`config.mk`:
```
export PLATFORM = sky130hd
export DESIGN_NAME = uart_rx_deserializer_flat
export DESIGN_NICKNAME = d
export VERILOG_FILES = /design/src/rtl/uart_rx_deserializer_if.sv /design/src/rtl/uart_rx_deserializer.sv /design/src/flat_wrapper.sv
export SDC_FILE = /design/constraint.sdc
export NUM_CORES = 1
export LEC_CHECK = 0
export BUFFER_PORTS_ARGS = -buffer_cell sky130_fd_sc_hd__buf_4
export CAP_MARGIN = 20
export CORE_MARGIN = 4
export CORE_UTILIZATION = 52
export DETAILED_ROUTE_END_ITERATION = 10
export GPL_ROUTABILITY_DRIVEN = 0
export PLACE_DENSITY_LB_ADDON = 0.2
export SLEW_MARGIN = 10
export SYNTH_ARGS = -nofsm -noshare
export SYNTH_HDL_FRONTEND = slang
export SYNTH_SLANG_ARGS = --single-unit
```
`constraint.sdc`:
```
create_clock -name clk -period 2.2 [get_ports clk]
set_input_delay 0.44 -clock clk [delete_from_list [all_inputs] [get_ports clk]]
set_output_delay 0.44 -clock clk [all_outputs]
set_load 0.01 [all_outputs]
```
`src/rtl/uart_rx_deserializer_if.sv`:
```
// Receive-side bundle between the raw serial line, the deserializer and the
// holding register that consumes Rx_Data.
interface uart_rx_deserializer_if #(
    parameter int unsigned WORD_LENGTH = 8
);
    logic                   Serial_In;
    logic [WORD_LENGTH-1:0] Rx_Data;
    logic                   Rx_Valid;
    logic                   Parity_Error;
    logic                   Framing_Error;
    logic                   Busy;

    modport master (
        input  Serial_In,
        output Rx_Data,
        output Rx_Valid,
        output Parity_Error,
        output Framing_Error,
        output Busy
    );

    modport slave (
        output Serial_In,
        input  Rx_Data,
        input  Rx_Valid,
        input  Parity_Error,
        input  Framing_Error,
        input  Busy
    );
endinterface

```
`src/rtl/uart_rx_deserializer.sv`:
```
// UART receive front end: synchronises the RX line, finds the start bit, samples each
// bit at mid-period, checks optional parity and the stop bit, and pulses the result.
module uart_rx_deserializer #(
    parameter int unsigned WORD_LENGTH = 8,
    parameter int unsigned BIT_TICKS   = 434,
    parameter bit          PARITY_EN   = 1'b0,
    parameter bit          PARITY_ODD  = 1'b0
) (
    input logic                    clk,
    input logic                    reset,
    uart_rx_deserializer_if.master rx_bus
);
    localparam int unsigned TickW = $clog2(BIT_TICKS);
    localparam int unsigned BitW  = (WORD_LENGTH > 1) ? $clog2(WORD_LENGTH) : 1;
    localparam logic [TickW-1:0] TickLast = TickW'(BIT_TICKS - 1);
    localparam logic [TickW-1:0] TickHalf = TickW'(BIT_TICKS / 2 - 1);
    localparam logic [BitW-1:0]  BitLast  = BitW'(WORD_LENGTH - 1);

    typedef enum logic [2:0] {
        StIdle,
        StStart,
        StData,
        StParity,
        StStop,
        StDone,
        StWaitIdle
    } state_e;

    state_e                 state_q, state_d;
    logic                   rx_meta_q, rx_s_q;
    logic [TickW-1:0]       tick_q, tick_d;
    logic [BitW-1:0]        bit_q, bit_d;
    logic [WORD_LENGTH-1:0] shift_q, shift_d;
    logic [WORD_LENGTH-1:0] data_q, data_d;
    logic                   par_err_q, par_err_d;
    logic                   valid_q, valid_d;
    logic                   perr_q, perr_d;
    logic                   ferr_q, ferr_d;
    logic                   tick_end;

    always_ff @(posedge clk or negedge reset) begin
        if (!reset) begin
            rx_meta_q <= 1'b1;
            rx_s_q    <= 1'b1;
        end else begin
            rx_meta_q <= rx_bus.Serial_In;
            rx_s_q    <= rx_meta_q;
        end
    end

    always_ff @(posedge clk or negedge reset) begin
        if (!reset) begin
            state_q   <= StIdle;
            tick_q    <= '0;
            bit_q     <= '0;
            shift_q   <= '0;
            data_q    <= '0;
            par_err_q <= 1'b0;
            valid_q   <= 1'b0;
            perr_q    <= 1'b0;
            ferr_q    <= 1'b0;
        end else begin
            state_q   <= state_d;
            tick_q    <= tick_d;
            bit_q     <= bit_d;
            shift_q   <= shift_d;
            data_q    <= data_d;
            par_err_q <= par_err_d;
            valid_q   <= valid_d;
            perr_q    <= perr_d;
            ferr_q    <= ferr_d;
        end
    end

    always_comb begin
        state_d   = state_q;
        tick_d    = tick_q + TickW'(1);
        bit_d     = bit_q;
        shift_d   = shift_q;
        data_d    = data_q;
        par_err_d = par_err_q;
        valid_d   = 1'b0;
        perr_d    = 1'b0;
        ferr_d    = 1'b0;
        tick_end  = (tick_q == TickLast);

        unique case (state_q)
            StIdle: begin
                tick_d = '0;
                if (!rx_s_q) begin
                    state_d   = StStart;
                    par_err_d = 1'b0;
                end
            end
            StStart: begin
                if (tick_q == TickHalf) begin
                    tick_d  = '0;
                    bit_d   = '0;
                    state_d = rx_s_q ? StIdle : StData;
                end
            end
            StData: begin
                if (tick_end) begin
                    tick_d  = '0;
                    // Shift in from the MSB end so the first (LSB) bit lands in bit 0.
                    shift_d = WORD_LENGTH'({rx_s_q, shift_q} >> 1);
                    if (bit_q == BitLast) begin
                        state_d = PARITY_EN ? StParity : StStop;
                    end else begin
                        bit_d = bit_q + BitW'(1);
                    end
                end
            end
            StParity: begin
                if (tick_end) begin
                    tick_d    = '0;
                    par_err_d = PARITY_EN && (((^shift_q) ^ rx_s_q) != PARITY_ODD);
                    state_d   = StStop;
                end
            end
            StStop: begin
                if (tick_end) begin
                    tick_d = '0;
                    // Outputs load on entry so they are visible during the DONE cycle.
                    if (rx_s_q) begin
                        state_d = StDone;
                        data_d  = shift_q;
                        valid_d = 1'b1;
                        perr_d  = par_err_q;
                    end else begin
                        state_d = StWaitIdle;
                        ferr_d  = 1'b1;
                    end
                end
            end
            StDone: begin
                tick_d  = '0;
                state_d = StIdle;
            end
            StWaitIdle: begin
                tick_d = '0;
                if (rx_s_q) begin
                    state_d = StIdle;
                end
            end
            default: begin
                tick_d  = '0;
                state_d = StIdle;
            end
        endcase
    end

    assign rx_bus.Rx_Data       = data_q;
    assign rx_bus.Rx_Valid      = valid_q;
    assign rx_bus.Parity_Error  = perr_q;
    assign rx_bus.Framing_Error = ferr_q;
    assign rx_bus.Busy          = (state_q != StIdle);
endmodule

```
`src/flat_wrapper.sv`:
```
// flat-port wrapper written by rule: the top's interface ports become plain ports
module uart_rx_deserializer_flat 
#(
    parameter int unsigned WORD_LENGTH = 8,
    parameter int unsigned BIT_TICKS   = 434,
    parameter bit          PARITY_EN   = 1'b0,
    parameter bit          PARITY_ODD  = 1'b0
)
  (clk, reset, rx_bus_Serial_In, rx_bus_Rx_Data, rx_bus_Rx_Valid, rx_bus_Parity_Error, rx_bus_Framing_Error, rx_bus_Busy);
  uart_rx_deserializer_if #(.WORD_LENGTH(WORD_LENGTH)) rx_bus_i ();
  input logic clk;
  input logic reset;
  input wire logic [$bits(rx_bus_i.Serial_In)-1:0] rx_bus_Serial_In;
  output wire logic [$bits(rx_bus_i.Rx_Data)-1:0] rx_bus_Rx_Data;
  output wire logic [$bits(rx_bus_i.Rx_Valid)-1:0] rx_bus_Rx_Valid;
  output wire logic [$bits(rx_bus_i.Parity_Error)-1:0] rx_bus_Parity_Error;
  output wire logic [$bits(rx_bus_i.Framing_Error)-1:0] rx_bus_Framing_Error;
  output wire logic [$bits(rx_bus_i.Busy)-1:0] rx_bus_Busy;
  assign rx_bus_i.Serial_In = rx_bus_Serial_In;
  assign rx_bus_Rx_Data = rx_bus_i.Rx_Data;
  assign rx_bus_Rx_Valid = rx_bus_i.Rx_Valid;
  assign rx_bus_Parity_Error = rx_bus_i.Parity_Error;
  assign rx_bus_Framing_Error = rx_bus_i.Framing_Error;
  assign rx_bus_Busy = rx_bus_i.Busy;
  uart_rx_deserializer #(.WORD_LENGTH(WORD_LENGTH), .BIT_TICKS(BIT_TICKS), .PARITY_EN(PARITY_EN), .PARITY_ODD(PARITY_ODD)) u_core (.clk(clk), .reset(reset), .rx_bus(rx_bus_i));
endmodule
```
### Word level (Yosys, flattened, before mapping)

Cells that the tools add are included.

| operators by class | value |
|---|---|
| reductions and logical operators | 10 |
| add/sub/neg operators | 2 |
| muxes and demuxes | 28 |
| equality and inequality tests | 16 |

Operator list:

| kind | count |
|---|---|
| 3-bit 2-to-1 mux | 10 |
| 9-bit 2-to-1 mux | 2 |
| 3-bit case mux with 6 select lines | 1 |
| 9-bit case mux with 2 select lines | 1 |
| 2-bit by 1-bit inequality test with 1-bit output, second input constant | 6 |
| 1-bit 2-to-1 mux | 10 |
| 9-bit by 1-bit adder with 9-bit output, second input constant | 1 |
| 3-bit equality test, second input constant | 3 |
| 9-bit by 8-bit equality test with 1-bit output, second input constant | 1 |
| 9-bit equality test, second input constant | 1 |
| 7-bit AND reduction | 1 |
| 3-bit by 2-bit equality test with 1-bit output, second input constant | 2 |
| 3-bit case mux with 2 select lines | 1 |
| 2-bit 2-to-1 mux | 2 |
| 2-bit inequality test, second input constant | 2 |
| 2-bit AND reduction | 2 |
| 4-bit AND reduction | 1 |
| 2-bit nonzero test | 2 |
| 3-bit by 1-bit adder with 3-bit output, second input constant | 1 |
| 3-bit by 1-bit equality test with 1-bit output, second input constant | 1 |
| 3-bit zero test | 1 |
| 3-bit AND reduction | 1 |
| 3-bit nonzero test | 1 |
| 3-bit OR reduction | 1 |
| 1-bit case mux with 2 select lines | 1 |

| word-level totals | value |
|---|---|
| bits of input ports | 3 |
| register bits after elaboration | 37 |

### Longest topological paths before layout

Gate-level depths: netlist of the first run.

| depth | value |
|---|---|
| word-level depth | 4 |
| gate-level depth with buffers | 7 |

### Worst setup path after synthesis of the first run

No wires, ideal clock.

| timing path | value |
|---|---|
| kind | register to register |
| start point | reg u_core.tick_q[1] |
| end point | reg u_core.data_q[0] (netlist: u_core.rx_bus.Rx_Data[0]) |
| setup slack | 0.163 ns |
| required time | 2.075 ns |
| arrival | 1.913 ns |
| stages on the path, launching flop included | 8 |
| library setup time | 0.125 ns |
| buffers on the path | 1 |
| cell sequence | dfrtp_1 -> inv_1 -> ha_1 -> nand4b_1 -> or3_1 -> buf_2 -> nor3_4 -> mux2_2 |

| between the ends | value |
|---|---|
| longest elaborated chain between the ends | 2 |

Ends and longest elaborated chain:

| item | RTL line | text |
|---|---|---|
| start: declaration | uart_rx_deserializer.sv:31 | `logic [TickW-1:0] tick_q, tick_d;` |
| start signal: assignment | uart_rx_deserializer.sv:64 | `tick_q <= tick_d;` |
| 9-bit equality test | uart_rx_deserializer.sv:85 | `tick_end = (tick_q == TickLast);` |
| 3-bit AND reduction (no line) | - |  |
| end signal: assignment | uart_rx_deserializer.sv:67 | `data_q <= data_d;` |
| end: declaration | uart_rx_deserializer.sv:34 | `logic [WORD_LENGTH-1:0] data_q, data_d;` |

No other way between the ends.
A chain may end at the register's enable or synchronous reset.

### Worst setup path in the final report of the first run

| timing path | value |
|---|---|
| start point | reg u_core.tick_q[1] |
| end point | reg u_core.shift_q[4] |

| between the ends | value |
|---|---|
| longest elaborated chain between the ends | 2 |

Ends and longest elaborated chain:

| item | RTL line | text |
|---|---|---|
| 9-bit equality test | uart_rx_deserializer.sv:85 |  |
| 2-bit AND reduction (no line) | - |  |
| end signal: assignment | uart_rx_deserializer.sv:66 | `shift_q <= shift_d;` |
| end: declaration | uart_rx_deserializer.sv:33 | `logic [WORD_LENGTH-1:0] shift_q, shift_d;` |

No other way between the ends.

==> summary.txt, run 1 <==
Die
  • Core area: 3078 sq um
  • Die Y-Extent: 65.02 um
  • Row Count: 20
  • Die area: 4227 sq um
  • Die Span X: 65.02 um
  • Initial core utilization: 54.92%
  • I/O pin count: 15

Yosys
  • Post-Syn Area: 1690 sq um
  • Cells after Synth: 136
  • Sequential share of the synthesized area: 54.92%
  • Post-synth top area share: 51.81%
  • Post-synthesis register bit count: 37
  • Yosys warns: 0
  • Count leader, synth: dfrtp_1
  • Area leader, netlist: dfrtp_1
  • Number of flops mapped to enable cells by yosys: 0
  • Post-synthesis async set-or-reset flop share: 100.0%
  • Syn nets: 144
  • Commonest cells in the synthesized netlist: dfrtp_1 (35), mux2_2 (19), nor2_1 (13)
  • Primary FF master, synth: dfrtp_1
  • Synth Area per Inst: 12.43 sq um
  • Yosys cell types: 42
  • Synth top area cells: dfrtp_1 (52%), mux2_2 (13%), ha_1 (3.7%)

Placed design
  • Post-detail-place hpwl: 1.891 mm
  • Port Buf Inserts: 14

Route
  • Final routed DRC violation total: 0
  • Routed WL: 2.687 mm
  • DRT Pass-1 Iters: 4
  • Post-DRT Antenna Nets: 0
  • Starting DRT DRC Count: 42
  • Average wire per standard cell: 13.44 um
  • Via count: 1064
  • Vias per cell: 5.320

Clock tree
  • TritonCTS buffer count: 5
  • Clock latency on the worst-skew pair: 0.34 ns
  • CTS clk-pin slew, worst paths: 0.12 ns
  • Number of clock sinks: 37
  • Root Driver: clkbuf_4
  • CTS max path bufs: 2
  • H-tree depth: 2
  • CTS tree: built

STA
  • RSZ-0062 raised after global routing: false
  • Rel. slew slack: 55.76%
  • Setup violators final: 0
  • Measured slew at the worst slew-check pin: 0.6600 ns
  • Max-slew violations: 0
  • Setup TNS Final: 0 ns
  • Fin crit share: 91.99%
  • Fmax: 0.4941 GHz
  • Clock skew: 0.01673 ns
  • Final min period: 2.024 ns
  • Endpoints failing hold: 0

Worst setup path
  • Endpoint class of the critical path: flip-flop
  • Crit Path Class: flip-flop to flip-flop
  • Critical Path Source Type: flip-flop
  • Crit path arrival time: 2.26 ns
  • Req. time, crit path: 2.44 ns
  • Worst-path fanout max: 8

Cells and area
  • Area grow syn2layout: 16.58%
  • Share of post-route cells with drive strength above 1: 34.62%
  • Util after Layout: 64.02%
  • Post-layout nets: 163
  • ANT cells: 0

GRT
  • Vias in the first global route: 1055
  • Global-route wire length before repair: 4.892 mm
  • Largest net degree at the start of global routing: 38
  • GR Util All Layers: 14.99%
  • GRT Residual Overflow: 0
  • Initial antenna violation count: 0

Hold path
  • Worst min-delay path category: primary input to async pin

Pwr
  • Pwr dens: 606.6 nW/um^2
  • Static Leak: 0.0009536 uW
  • Max VDD drop: 0.0003615 V

Run status
  • Status: finished clean

Flow run
  • Max_cap viols: 0
==> routing by layer <==
layer	routed length [um]	vias up	track usage [%]
met5	0	-	0
met4	14	0	4.663
met3	119	2	5.546
met2	1315	18	22.86
met1	1236	527	19.87
li1	-	517	-
==> sequential cells by signal, indices dropped and copies added (netlist names) <==
name	cells
u_core.bit_q	3
u_core.par_err_q	1
u_core.rx_bus.Framing_Error	1
u_core.rx_bus.Parity_Error	1
u_core.rx_bus.Rx_Data	8
u_core.rx_bus.Rx_Valid	1
u_core.rx_meta_q	1
u_core.rx_s_q	1
u_core.shift_q	8
u_core.state_q	3
u_core.tick_q	9
==> per-stage QoR <==
stage	total power [uW]	hold WS [ns]	worst slack [ns]	cells	cell area, sq um
final	1195	0.02316	0.1761	200	1971
after global routing	1260	0.04361	0.02300	200	1971
after CTS	1217	0.03673	0.06402	199	1946
after detailed placement	716.6	0.3513	0.06503	191	1857
after global placement	715.4	0.3466	0.1058	191	1857
after floorplan	699.2	0.1444	0.1627	136	1690
==> layout by cell type, fill, tap and decap left out, types with 3 or more instances in the layout <==
| master | Yosys | layout |
|---|---|---|
| buf_4 | 0 | 15 |
| dfrtp_1 | 35 | 35 |
| xnor2_1 | 4 | 4 |
| nor2_1 | 13 | 13 |
| ha_1 | 5 | 5 |
| inv_1 | 3 | 3 |
| clkbuf_4 | 0 | 5 |
| mux2_2 | 19 | 19 |
| xor2_1 | 4 | 4 |
| nor3_1 | 3 | 3 |
| nand2_1 | 4 | 4 |
==> worst max-delay path, stage by stage (launching register included) <==
cell and delay (ns):
dfrtp_1 0.41, inv_1 0.08, ha_1 0.14, nand4b_1 0.13, or3_4 0.45, nor3_4 0.24
buf_12 0.15, mux2_2 0.33
==> logic make-up (layout without fill, tap and decap cells) <==
logic type / count (synthesis) / count (layout) / synth area share, %
AOI/OAI and AO/OA: 12 / 12 / 5.331
xor gates and xnor gates: 8 / 8 / 4.145
adders and majority gates: 5 / 5 / 3.701
buffers and inverters: 8 / 28 / 1.924
DFF: 37 / 37 / 54.92
muxes: 19 / 19 / 12.66
and+or+nand+nor: 47 / 47 / 17.32
==> report_power, final <==
part / leakage [uW] / internal (uW) / switching, uW
clock: 0.0000445 / 270 / 224
combinational: 0.000414 / 2.82 / 13.3
sequential: 0.000495 / 683 / 2.48
==> cell type report <==
| cell class | count | area, sq um |
|---|---|---|
| tap | 44 | 55.05 |
| multi-input combinational | 91 | 734.5 |
| clock buffer | 6 | 51.30 |
| timing repair buffer | 17 | 152.6 |
| clock inverter | 2 | 37.54 |
| fill | 252 | 1107 |
| sequential | 37 | 928.4 |
| inverter | 3 | 11.26 |
==> timing repair <==
action / CTS / global route
gates resized for setup: 0 / 1
endpoints found under the setup margin: 0 / 14
endpoints found under the hold margin: 0 / 0
setup buffers: 0 / 1
hold buffers: 0 / 0
==> worst paths after layout <==
check | startpoint | to | slack, ns | cells after the start
min in group clk | rx_bus_Serial_In | u_core.rx_meta_q | 0.20 | 1
max in group asynchronous | reset | u_core.rx_meta_q | 1.82 | 1
worst min register to register | u_core.rx_meta_q | u_core.rx_s_q | 0.37 | 0
worst min-delay path | reset | u_core.tick_q[8] | 0.02 | 1
worst max register to register | u_core.tick_q[1] | u_core.shift_q[4] | 0.18 | 7
worst max-delay path | u_core.tick_q[1] | u_core.shift_q[4] | 0.18 | 7
No activity file was read; power rests on OpenSTA's default activity.
==> inputs of run 2 (changes only) <==
Settings changed: PLACE_DENSITY set to 0.74, PLACE_DENSITY_LB_ADDON 0.2 to unset.
==> run 2 against run 1 <==
  * Non-clock buffer count rose by 1
  * Largest cell class unchanged
  * Design area shrank 0.25%
  * Clock power decreased by 6.5%
  * Largest power group unchanged
  * Fmax decreased by 2.4%
  * Clock skew is 0.0039 ns lower
  * Routed wire length up 4.2%
  * Final cell count rose by 0.50%
  * Power shrank 2.7%
  * Sequential share of layout area up 0.12 points
==> summary.txt, run 2 (synthesized netlist as in run 1, its figures left out) <==
Run status
  • Status: finished clean (unchanged)

STA
  • Rel. slew slack: 56.88% (was 55.76%)
  • Setup violators final: 0 (unchanged)
  • Clock skew: 0.01286 ns (was 0.01673 ns)
  • Measured slew at the worst slew-check pin: 0.6433 ns (was 0.6600 ns)
  • Max-slew violations: 0 (unchanged)
  • Setup TNS Final: 0 ns (unchanged)
  • RSZ-0062 raised after global routing: false (unchanged)
  • Fmax: 0.4822 GHz (was 0.4941 GHz)
  • Final min period: 2.074 ns (was 2.024 ns)
  • Endpoints failing hold: 0 (unchanged)
  • Fin crit share: 94.26% (was 91.99%)

Clock tree
  • CTS max path bufs: 2 (unchanged)
  • H-tree depth: 2 (unchanged)
  • CTS clk-pin slew, worst paths: 0.12 ns (about the same)
  • Number of clock sinks: 37 (unchanged)
  • Clock latency on the worst-skew pair: 0.34 ns (about the same)
  • CTS tree: built (unchanged)
  • Root Driver: clkbuf_4 (unchanged)
  • TritonCTS buffer count: 5 (unchanged)
  • Cts-stage hold buffer count: 0 (unchanged)

Pwr
  • Static Leak: 0.0009568 uW (was 0.0009536 uW)
  • Pwr dens: 591.9 nW/um^2 (was 606.6 nW/um^2)
  • Max VDD drop: 0.0003561 V (was 0.0003615 V)
  • Overall power: 1164 uW (was 1195 uW)

Route
  • Post-DRT Antenna Nets: 0 (unchanged)
  • Final routed DRC violation total: 0 (unchanged)
  • Average wire per standard cell: 13.93 um (was 13.44 um)
  • Vias per cell: 5.413 (was 5.320)
  • DRT Pass-1 Iters: 4 (unchanged)
  • Starting DRT DRC Count: 57 (was 42)
  • Via count: 1088 (was 1064)
  • Routed WL: 2.799 mm (was 2.687 mm)

Worst setup path
  • R2R setup slack: 0.13 ns (was 0.18 ns)
  • Worst-path fanout max: 7 (was 8)
  • FF-to-FF End: u_core.shift_q[4] (unchanged)
  • Endpoint class of the critical path: flip-flop (unchanged)
  • Slowest stage delay, CP: 0.45 ns (about the same)
  • Req. time, crit path: 2.43 ns (was 2.44 ns)
  • Crit-path cells: inv_1 > ha_1 > nand4b_1 > or3_4 > nor3_4 > buf_12 > mux2_2 (unchanged)
  • Crit-path slowest cell: or3_4 (unchanged)
  • Worst Setup SP: u_core.tick_q[1] (unchanged)
  • Crit path arrival time: 2.30 ns (was 2.26 ns)
  • Crit Path Class: flip-flop to flip-flop (unchanged)
  • Reg2reg start: u_core.tick_q[1] (unchanged)
  • Critical Path Source Type: flip-flop (unchanged)
  • Worst r2r path cells: 7 (unchanged)
  • CP endpoint: u_core.shift_q[4] (unchanged)

Die
  • Row Count: 20 (unchanged)
  • Initial core utilization: 54.92% (unchanged)
  • Die Span X: 65.02 um (unchanged)
  • Core area: 3078 sq um (unchanged)
  • I/O pin count: 15 (unchanged)
  • Die area: 4227 sq um (unchanged)
  • Die Y-Extent: 65.02 um (unchanged)

Cells and area
  • Final Cell Area: 1966 sq um (was 1971 sq um)
  • Commonest non-fill, non-tap cell in the layout: dfrtp_1 (unchanged)
  • Post-layout nets: 164 (was 163)
  • Most frequent cells in the layout: dfrtp_1 (35), mux2_2 (19), buf_4 (16) (was dfrtp_1 (35), mux2_2 (19), buf_4 (15))
  • Area grow syn2layout: 16.28% (was 16.58%)
  • ANT cells: 0 (unchanged)
  • Top reg by flops: u_core.tick_q (unchanged)
  • Util after Layout: 63.86% (was 64.02%)
  • Max reg flops: 9 (unchanged)
  • Share of post-route cells with drive strength above 1: 34.39% (was 34.62%)

Placed design
  • Dpl cell area: 1864 sq um (was 1857 sq um)
  • Port Buf Inserts: 14 (unchanged)
  • Post-detail-place hpwl: 1.911 mm (was 1.891 mm)

Hold path
  • Worst min-delay path category: primary input to async pin (unchanged)

GRT
  • Vias in the first global route: 1091 (was 1055)
  • Initial antenna violation count: 0 (unchanged)
  • GRT Residual Overflow: 0 (unchanged)
  • Global-route wire length before repair: 4.947 mm (was 4.892 mm)
  • GR Util All Layers: 15.23% (was 14.99%)
  • Largest net degree at the start of global routing: 38 (unchanged)

Flow run
  • Max_cap viols: 0 (unchanged)
## run 2: cell types whose count changed in the layout (fill, tap and decap cells not counted)
| cell | before | now |
|---|---|---|
| clkbuf_1 | 0 | 1 |
| clkinvlp_4 | 1 | 0 |
| clkinv_2 | 0 | 1 |
| clkbuf_8 | 1 | 0 |
| buf_4 | 15 | 16 |
## run 2: layout make-up
cell class | instances | area [sq um]
clock buffers | 6 | 41.29
clock inverters | 2 | 35.03
fillers | 241 | 1112
inverters | 3 | 11.26
multi-input cells | 91 | 734.5
flip-flops and latches | 37 | 928.4
well taps | 44 | 55.05
repair buffers | 18 | 160.2
## run 2: routing by layer
layer	global-route usage [%]	wire, um	vias to the layer above
met2	22.86	1308	19
met3	4.159	120	5
met4	6.995	32	0
li1	-	-	523
met5	0	0	-
met1	20.49	1337	541
## run 2: worst max-delay path: cells and delay by family, from the launching register on
family	cells	cell delay [ns]
and+or+nand+nor	3	0.85
DFF	1	0.42
muxes	1	0.33
buffers and inverters	2	0.23
adders and majority gates	1	0.14
## run 2: where the power goes
group | switching (uW) | internal, uW
Clock | 224 | 238
Sequential | 2.25 | 683
Combinational | 13.1 | 2.82
## run 2: how the worst min path moves through the flow
stage                          start                     endpoint  slack, ns  cells after the start
global route                   reset  u_core.rx_bus.Framing_Error       0.04                      1
global placement    u_core.rx_meta_q                u_core.rx_s_q       0.35                      0
detailed placement  u_core.rx_meta_q                u_core.rx_s_q       0.35                      0
CTS                            reset              u_core.bit_q[2]       0.03                      1
floorplan                      reset              u_core.bit_q[0]       0.14                      0
finish                         reset       u_core.rx_bus.Rx_Valid       0.02                      1
## run 2: through the flow
stage                     hold WS, ns  setup WS [ns]  std cells
final                         0.02222         0.1263        201
after global routing          0.04175       0.002176        201
after CTS                     0.03470        0.04198        200
after detailed placement       0.3468        0.05337        192
after global placement         0.3467         0.1175        192
after floorplan                0.1444         0.1627        136
## run 2: what timing repair did
action / in CTS / in global routing
buffers inserted: 0 / 1
setup endpoints to repair: 0 / 16
resized for setup: 0 / 1
